==> src/rtl/piradip_cdc_hsk_responder_if.sv <==
// Handshake bundle between a 4-phase CDC initiator/downstream sink and the responder.
// slave = responder view; master = environment (initiator + downstream consumer).
interface piradip_cdc_hsk_responder_if #(
  parameter int unsigned WIDTH = 32
);
  logic             src_req;
  logic [WIDTH-1:0] src_data;
  logic             src_ack;
  logic [WIDTH-1:0] dst_data;
  logic             dst_valid;
  logic             dst_ready;

  modport master (
    output src_req,
    output src_data,
    output dst_ready,
    input  src_ack,
    input  dst_data,
    input  dst_valid
  );

  modport slave (
    input  src_req,
    input  src_data,
    input  dst_ready,
    output src_ack,
    output dst_data,
    output dst_valid
  );
endinterface

==> src/rtl/piradip_cdc_hsk_responder.sv <==
// 4-phase req/ack CDC responder: capture STAGES edges after req is sampled, ack from a flop.
// Backpressure: dst_ready=0 holds the word and (ACK_EARLY=0) withholds ack from the initiator.
module piradip_cdc_hsk_responder #(
  parameter int unsigned      WIDTH       = 32,
  parameter int unsigned      STAGES      = 4,
  parameter logic [WIDTH-1:0] RESET_VAL   = '0,
  parameter bit               ACK_EARLY   = 1'b0,
  parameter int unsigned      COUNT_WIDTH = 16
) (
  input  logic                       dst_clk,
  input  logic                       dst_rstn,
  piradip_cdc_hsk_responder_if.slave hsk,
  output logic [COUNT_WIDTH-1:0]     xfer_count,
  output logic                       proto_err
);

  typedef enum logic [1:0] {
    IDLE     = 2'd0,
    WAIT_RDY = 2'd1,
    WAIT_REL = 2'd2
  } state_t;

  state_t                 state;
  state_t                 state_nxt;
  logic [STAGES-1:0]      req_sync;
  logic                   req_s;
  logic                   ack_q;
  logic                   ack_nxt;
  logic                   vld_q;
  logic                   vld_nxt;
  logic [WIDTH-1:0]       data_q;
  logic [WIDTH-1:0]       data_nxt;
  logic [COUNT_WIDTH-1:0] cnt_q;
  logic [COUNT_WIDTH-1:0] cnt_nxt;
  logic                   err_q;
  logic                   err_nxt;
  logic                   xfer;
  logic                   cap_ok;

  // Only crossing point: src_req enters a plain flop chain, nothing else is sampled early.
  always_ff @(posedge dst_clk or negedge dst_rstn) begin
    if (!dst_rstn) begin
      req_sync <= '0;
    end else begin
      req_sync <= {req_sync[STAGES-2:0], hsk.src_req};
    end
  end

  assign req_s  = req_sync[STAGES-1];
  assign xfer   = vld_q & hsk.dst_ready;
  // A new word may load into the output slot on the same edge the old one leaves.
  assign cap_ok = req_s & (~vld_q | xfer);

  always_ff @(posedge dst_clk or negedge dst_rstn) begin
    if (!dst_rstn) begin
      state  <= IDLE;
      ack_q  <= 1'b0;
      vld_q  <= 1'b0;
      data_q <= RESET_VAL;
      cnt_q  <= '0;
      err_q  <= 1'b0;
    end else begin
      state  <= state_nxt;
      ack_q  <= ack_nxt;
      vld_q  <= vld_nxt;
      data_q <= data_nxt;
      cnt_q  <= cnt_nxt;
      err_q  <= err_nxt;
    end
  end

  always_comb begin
    state_nxt = state;
    ack_nxt   = ack_q;
    vld_nxt   = vld_q & ~xfer;
    data_nxt  = data_q;
    cnt_nxt   = cnt_q + COUNT_WIDTH'(xfer);
    err_nxt   = err_q;

    case (state)
      IDLE: begin
        if (cap_ok) begin
          data_nxt = hsk.src_data;
          vld_nxt  = 1'b1;
          if (ACK_EARLY) begin
            ack_nxt   = 1'b1;
            state_nxt = WAIT_REL;
          end else begin
            state_nxt = WAIT_RDY;
          end
        end
      end

      WAIT_RDY: begin
        // Initiator released req before we acked: flag it but still deliver the word.
        if (!req_s) begin
          err_nxt = 1'b1;
        end
        if (xfer) begin
          ack_nxt   = 1'b1;
          state_nxt = WAIT_REL;
        end
      end

      WAIT_REL: begin
        if (!req_s) begin
          ack_nxt   = 1'b0;
          state_nxt = IDLE;
        end
      end

      default: begin
        state_nxt = IDLE;
        ack_nxt   = 1'b0;
      end
    endcase
  end

  assign hsk.src_ack   = ack_q;
  assign hsk.dst_valid = vld_q;
  assign hsk.dst_data  = data_q;
  assign xfer_count    = cnt_q;
  assign proto_err     = err_q;

endmodule

==> src/flat_wrapper.sv <==
// flat-port wrapper written by rule: the top's interface ports become plain ports
module piradip_cdc_hsk_responder_flat 
#(
  parameter int unsigned      WIDTH       = 32,
  parameter int unsigned      STAGES      = 4,
  parameter logic [WIDTH-1:0] RESET_VAL   = '0,
  parameter bit               ACK_EARLY   = 1'b0,
  parameter int unsigned      COUNT_WIDTH = 16
)
  (dst_clk, dst_rstn, xfer_count, proto_err, hsk_src_req, hsk_src_data, hsk_dst_ready, hsk_src_ack, hsk_dst_data, hsk_dst_valid);
  piradip_cdc_hsk_responder_if #(.WIDTH(WIDTH)) hsk_i ();
  input  logic dst_clk;
  input  logic dst_rstn;
  output logic [COUNT_WIDTH-1:0] xfer_count;
  output logic proto_err;
  input wire logic [$bits(hsk_i.src_req)-1:0] hsk_src_req;
  input wire logic [$bits(hsk_i.src_data)-1:0] hsk_src_data;
  input wire logic [$bits(hsk_i.dst_ready)-1:0] hsk_dst_ready;
  output wire logic [$bits(hsk_i.src_ack)-1:0] hsk_src_ack;
  output wire logic [$bits(hsk_i.dst_data)-1:0] hsk_dst_data;
  output wire logic [$bits(hsk_i.dst_valid)-1:0] hsk_dst_valid;
  assign hsk_i.src_req = hsk_src_req;
  assign hsk_i.src_data = hsk_src_data;
  assign hsk_i.dst_ready = hsk_dst_ready;
  assign hsk_src_ack = hsk_i.src_ack;
  assign hsk_dst_data = hsk_i.dst_data;
  assign hsk_dst_valid = hsk_i.dst_valid;
  piradip_cdc_hsk_responder #(.WIDTH(WIDTH), .STAGES(STAGES), .RESET_VAL(RESET_VAL), .ACK_EARLY(ACK_EARLY), .COUNT_WIDTH(COUNT_WIDTH)) u_core (.dst_clk(dst_clk), .dst_rstn(dst_rstn), .hsk(hsk_i), .xfer_count(xfer_count), .proto_err(proto_err));
endmodule
==> config.mk <==
export PLATFORM = sky130hd
export DESIGN_NAME = piradip_cdc_hsk_responder_flat
export DESIGN_NICKNAME = d
export VERILOG_FILES = /design/src/rtl/piradip_cdc_hsk_responder_if.sv /design/src/rtl/piradip_cdc_hsk_responder.sv /design/src/flat_wrapper.sv
export SDC_FILE = /design/constraint.sdc
export NUM_CORES = 1
export LEC_CHECK = 0
export ABC_CLOCK_PERIOD_IN_PS = 2400
export CORE_MARGIN = 2
export CORE_UTILIZATION = 47
export DETAILED_ROUTE_END_ITERATION = 12
export HOLD_SLACK_MARGIN = 0.1
export PLACE_DENSITY_LB_ADDON = 0.05
export SYNTH_ARGS = -nofsm -noshare
export SYNTH_HDL_FRONTEND = slang
export SYNTH_SLANG_ARGS = --single-unit
==> constraint.sdc <==
create_clock -name dst_clk -period 2.4 [get_ports dst_clk]
set_input_delay 0.36 -clock dst_clk [delete_from_list [all_inputs] [get_ports dst_clk]]
set_output_delay 0.36 -clock dst_clk [all_outputs]
set_load 0.01 [all_outputs]
==> results of run 1 <==
==> per-layer routing <==
layer | part of all wire (%) | wire length (um)
met5 | 0 | 0
met4 | 0.37 | 17
met3 | 4.8 | 223
met2 | 54 | 2490
met1 | 41 | 1880
==> cells in the final DEF, fill, tap and decap left out, types with 2 or more instances in the layout <==
| cell type | n |
|---|---|
| buf_12 | 2 |
| clkbuf_1 | 5 |
| clkbuf_8 | 10 |
| clkdlybuf4s50_1 | 85 |
| dfrtp_1 | 57 |
| ha_1 | 3 |
| inv_1 | 4 |
| mux2_2 | 3 |
| mux2_4 | 29 |
| nand2_1 | 6 |
| nand3_1 | 6 |
| nand4_1 | 3 |
| nor2_1 | 3 |
| nor3_1 | 4 |
| nor4_1 | 4 |
| o21ai_0 | 2 |
| o22ai_1 | 2 |
| xnor2_1 | 4 |
| xor2_1 | 10 |
==> state kept, by name, summed over array words and instances (netlist names) <==
register              count
u_core.hsk.dst_data      32
u_core.hsk.dst_valid      1
u_core.hsk.src_ack        1
u_core.proto_err          1
u_core.req_sync           4
u_core.state              2
u_core.xfer_count        16
==> worst max path at each step <==
stage	end	slack, ns
2_1_floorplan	u_core.hsk.dst_data[0]	0.83
3_3_place_gp	u_core.xfer_count[12]	0.32
3_5_place_dp	u_core.xfer_count[10]	0.24
4_1_cts	u_core.xfer_count[10]	0.57
5_1_grt	u_core.xfer_count[10]	0.42
6_report	u_core.xfer_count[10]	0.56
==> cells in the mapped netlist, drive strengths merged <==
library cell and instances:
o21ai 2, o22ai 2, o21bai 1, xor2 10, xnor2 4, or3b 1, or2b 1, nand2 6
buf 4, nor4 4, nand3 6, nor2 3, ha 3, inv 4, a21oi 1, dfrtp 57
mux2 32, nor3 4, nand4 3, nand2b 2
==> critical path, delay by kind of cell <==
kind | cells | cell delay [ns]
xor+xnor | 1 | 0.19
fa+ha+maj | 2 | 0.40
buf+inv | 2 | 0.60
simple gates | 3 | 0.50
==> cell type report <==
class,instances,area share (%)
sequential,57,41.8
timing repair buffer,89,26.5
multi-input combinational,85,24.2
clock buffer,15,4.58
tap,67,2.45
inverter,4,0.440
==> metrics by stage <==
| step | utilization, % | cell area [sq um] |
|---|---|---|
| 6_report | 71.8 | 3420 |
| 5_1_grt | 71.8 | 3420 |
| 4_1_cts | 71.8 | 3420 |
| 3_5_place_dp | 68.3 | 3250 |
| 3_3_place_gp | 68.3 | 3250 |
| 2_1_floorplan | - | 2340 |
==> power groups by stage <==
stage	logic [mW]	clock network [mW]	registers [mW]
3_5_place_dp	1.72	0	1.58
3_3_place_gp	1.67	0	1.57
6_report	1.69	0.719	1.57
4_1_cts	1.72	0.744	1.58
2_1_floorplan	0.753	0	1.70
5_1_grt	1.79	0.797	1.62
==> cells by family after synthesis <==
group                      synth area share (%)
AOI/OAI and AO/OA                          1.50
xor gates and xnor gates                   5.24
adders and majority gates                  1.60
buffers and inverters                      3.69
DFF                                        60.9
muxes                                      20.0
and+or+nand+nor                            7.00
==> flow_summary.toml, run 1 <==
[cells_and_area]
diodes = 0
stdcell_count = 317
fillers = 338
synthToLayoutAreaGrowth_pct = 45.9
fin_nets = 285
multiInputGateArea_sq_um = 828
register_area_sq_um = 1430
drive_gt1_share_pct = 18.8

[worst_setup_path]
ff2ff_setup_slack_ns = 0.69
start_kind = "input pin"
r2r_cells = 4
worstPathArrival_ns = 2.07
crit_fanout = 5
worstPathRequired_ns = 2.63
cp_slowest_cell = "clkdlybuf4s50_1"
critPathKind = "input pin to flop"
slowest_delay_ns = 0.47
startpoint = "hsk_dst_ready"
reg2reg_to = "u_core.hsk.dst_data[19]"
path_cells = "clkdlybuf4s50_1 > nand2_1 > inv_1 > ha_1 > ha_1 > nand2_1 > nor3_1 > xor2_1"
r2r-start = "u_core.state[0]"
end_kind = "flop"

[grt]
grt_max_degree = 34
use_met1_pct = 21.3
first_global_vias = 1518
grt-ovfl-total = 0
antenna_found_initial = 0
grt_util_met2_pct = 29.1
busiest_layer = "met2"
grt_first_pass_wirelength_um = 7200
met3_usage_pct = 8.13
grt_usage_pct = 17.8

[die]
start_util_pct = 49.2
die_x_um = 74.6
dieHeight_um = 74.6
dieArea_sq_um = 5560
core-area_sq_um = 4750
placementRows = 25
ioPinCount = 87

[pwr]
power.leakage_nw = 1.59
p_clk_share_pct = 18.0
ir_drop_v = 0.000744
switchingPower_mw = 1.14
p_comb_share_pct = 42.5
powerDensity_nw_per_um2 = 1170
p_total_mw = 3.99
power.internal_mw = 2.85
p_seq_share_pct = 39.5
swShare_pct = 28.6

[detailed_routing]
viasPerCell = 4.83
ant_nets = 0
num_vias = 1531
wl_per_cell_um = 14.6
drt_iter0_markers = 32
drc = 0
routed_wl_um = 4620
dr.pass1.iters = 4

[yosys]
synth-seq-cells = 57
yosysTopAreaCell = "dfrtp_1"
synth_cells = 150
synth_nets = 189
yosysWarnings = 0
seq_area_frac_synth_pct = 60.9
syn_area_sq_um = 2340
synth_top_area_share_pct = 60.9
syn_area_per_cell_sq_um = 15.6
synth_cell_types = 23
synth.area.top_cells = "dfrtp_1 61%, mux2_4 19%, xor2_1 3.7%"

[clock_network]
cts-htree-levels = 3
clock-sinks = 57
numCtsBuffers = 9
clkLatencyLatePin_ns = 0.31
cts_tree = "done"
clk_pin_slew_worst_paths_ns = 0.06
clockBufferDepth = 2
cts_resized = 0
cts_setup_buffers = 0
cts_hold_buf = 1
cts-root-buf = "clkbuf_8"

[placement]
dp_hpwl_um = 3420
gp_congestion = 0.786
dp_cells = 301
place_ws_ns = 0.240
io_buffers = 86

[min_path]
worstHoldPathType = "flop to flop"
hp-start = "u_core.req_sync[0]"
hold_depth = 0
hold_path_end = "u_core.req_sync[1]"

[sta]
skew_ns = 0.00617
setup-violations-final = 0
tns_ns = 0
finalWorstSetupSlack_ns = 0.563
tightest_slew_ns = 0.611
clock.fmax_mhz = 544
hold_viol = 0
rsz0062_at_grt = "no"
holdWs_ns = 0.346
maxSlewViolCount = 0
relSlewSlack_pct = 59.3
period_needed_ns = 1.84
timing.final.crit_share_pct = 76.6

[outcome]
status = "completed"

[run]
cap_violations = 0
Power figures use the tool's default switching activity.
==> inputs of run 2 (changes only) <==
--- a/config.mk
+++ b/config.mk
@@ -5,9 +5,9 @@
 export SDC_FILE = /design/constraint.sdc
 export NUM_CORES = 1
 export LEC_CHECK = 0
-export ABC_CLOCK_PERIOD_IN_PS = 2400
+export ABC_CLOCK_PERIOD_IN_PS = 1600
 export CORE_MARGIN = 2
-export CORE_UTILIZATION = 47
+export CORE_UTILIZATION = 40
 export DETAILED_ROUTE_END_ITERATION = 12
 export HOLD_SLACK_MARGIN = 0.1
 export PLACE_DENSITY_LB_ADDON = 0.05
==> constraint.sdc (replaced) <==
create_clock -name dst_clk -period 1.6 [get_ports dst_clk]
set_input_delay 0.24 -clock dst_clk [delete_from_list [all_inputs] [get_ports dst_clk]]
set_output_delay 0.24 -clock dst_clk [all_outputs]
set_load 0.01 [all_outputs]
==> run 2 against run 1 <==
Net effect: sequential power up 50%; largest power group unchanged; clock skew up 0.0013 ns; global-route usage down 0.61 points; critical endpoint is now u_core.xfer_count[12]; combinational power up 63%.
==> flow_summary.toml, run 2 (synthesized netlist as in run 1, its figures left out) <==
[die]
core-area_sq_um = 5570
die_x_um = 80.5
start_util_pct = 42.0
ioPinCount = 87
placementRows = 27
dieHeight_um = 80.5
dieArea_sq_um = 6480

[placement]
place_area_sq_um = 3320
gp_congestion = 0.848
dp_hpwl_um = 3500
io_buffers = 86

[min_path]
worstHoldPathType = "flop to flop"

[sta]
tightest_slew_ns = 0.341
skew_ns = 0.00746
rsz0062_at_grt = "yes"
timing.final.crit_share_pct = 98.5
hold_viol = 0
clock.fmax_mhz = 634
period_needed_ns = 1.58
holdWs_ns = 0.346
maxSlewViolCount = 0
setup-violations-final = 0
relSlewSlack_pct = 77.1

[grt]
grt_max_degree = 58
grt_first_pass_wirelength_um = 8400
grt-ovfl-total = 0
antenna_found_initial = 0
first_global_vias = 1632
grt_usage_pct = 17.2

[detailed_routing]
drt_iter0_markers = 77
drc = 0
num_vias = 1567
routed_wl_um = 5130
viasPerCell = 4.69
dr.pass1.iters = 4
wl_per_cell_um = 15.3
ant_nets = 0

[clock_network]
clockBufferDepth = 2
numCtsBuffers = 9
cts-htree-levels = 3
clkLatencyLatePin_ns = 0.31
clk_pin_slew_worst_paths_ns = 0.06
cts-root-buf = "clkbuf_8"
clock-sinks = 57
cts_tree = "done"

[cells_and_area]
final_cell_mix = "82 x clkdlybuf4s50_1, 53 x dfrtp_1, 29 x mux2_4, 12 x buf_4, 11 x clkbuf_8"
drive_gt1_share_pct = 27.5
finalInstanceArea_sq_um = 3610
largest_reg_flops = 32
diodes = 0
final_common_cell = "clkdlybuf4s50_1"
register_area_sq_um = 1430
fin_nets = 298
synthToLayoutAreaGrowth_pct = 54.1
multiInputGateArea_sq_um = 880
fillers = 422

[pwr]
ir_drop_v = 0.00108
power.leakage_nw = 1.68
powerDensity_nw_per_um2 = 1730

[outcome]
status = "completed"

[worst_setup_path]
crit_fanout = 5
worstPathRequired_ns = 1.83
worstPathArrival_ns = 1.80
critPathKind = "input pin to flop"
path_cells = "clkdlybuf4s50_1 > nand2_1 > inv_1 > ha_2 > ha_4 > nand2_4 > nor4_4 > xor2_1"
end_kind = "flop"
start_kind = "input pin"
cp_slowest_cell = "clkdlybuf4s50_1"
slowest_delay_ns = 0.47

[run]
cap_violations = 0
-- run 2: per-layer routing --
metal	wire length (um)	vias up	global-route usage [%]
li1	-	738	-
met1	2210	772	22.5
met2	2590	51	26.8
met3	274	6	4.38
met4	47	0	7.63
met5	0	-	0
-- run 2: stage by stage --
| step | power, mW | util [%] | TNS, ns | cells | setup slack (ns) |
|---|---|---|---|---|---|
| final | 6.25 | 64.7 | 0 | 334 | 0.0236 |
| after CTS | 6.27 | 63.4 | 0 | 331 | 0.00887 |
| after floorplan | 3.68 | - | 0 | 150 | 0.0314 |
| after global routing | 6.61 | 64.7 | -0.107 | 334 | -0.0733 |
| after global placement | 4.93 | 59.6 | -12.71 | 315 | -0.349 |
| after detailed placement | 5.01 | 59.6 | -14.37 | 315 | -0.398 |
-- run 2: layout make-up --
| type | count | area share (%) |
|---|---|---|
| Sequential cell | 57 | 39.7 |
| Timing Repair Buffer | 102 | 28.5 |
| Multi-Input combinational cell | 85 | 24.4 |
| Clock buffer | 14 | 4.51 |
| Tap cell | 72 | 2.50 |
| Inverter | 4 | 0.416 |
-- run 2: worst max-delay path: cells and delay by family --
family | cells | cell delay [ns]
XOR/XNOR | 1 | 0.20
adder cells (fa/ha/maj) | 2 | 0.36
buffers and inverters | 2 | 0.56
AND/OR/NAND/NOR | 3 | 0.44
-- run 2: final timing paths --
check / startpoint / endpoint / slack, ns / cells after the start
max: hsk_dst_ready / u_core.xfer_count[12] / 0.02 / 8
max in group asynchronous: dst_rstn / u_core.xfer_count[1] / 0.87 / 3
min in group asynchronous: dst_rstn / u_core.xfer_count[8] / 0.45 / 3
max reg2reg: u_core.hsk.dst_valid / u_core.xfer_count[12] / 0.03 / 7
min reg2reg: u_core.req_sync[1] / u_core.req_sync[2] / 0.35 / 0
min: u_core.req_sync[1] / u_core.req_sync[2] / 0.35 / 0
-- run 2: power breakdown --
part           internal [mW]  total, mW  switching [mW]
registers               1.99       2.36           0.372
clock network          0.632       1.13           0.500
logic                   1.83       2.76           0.926
total                   4.45       6.25            1.80
-- run 2: timing repair --
action                                 4_1_cts  5_1_grt
gates cloned                                 1        0
setup buffers                                0        3
hold buffers                                 1        0
gates resized for setup                      5       14
pin swaps                                    1        3
endpoints found under the hold margin       57        0
setup endpoints to repair                   34       21
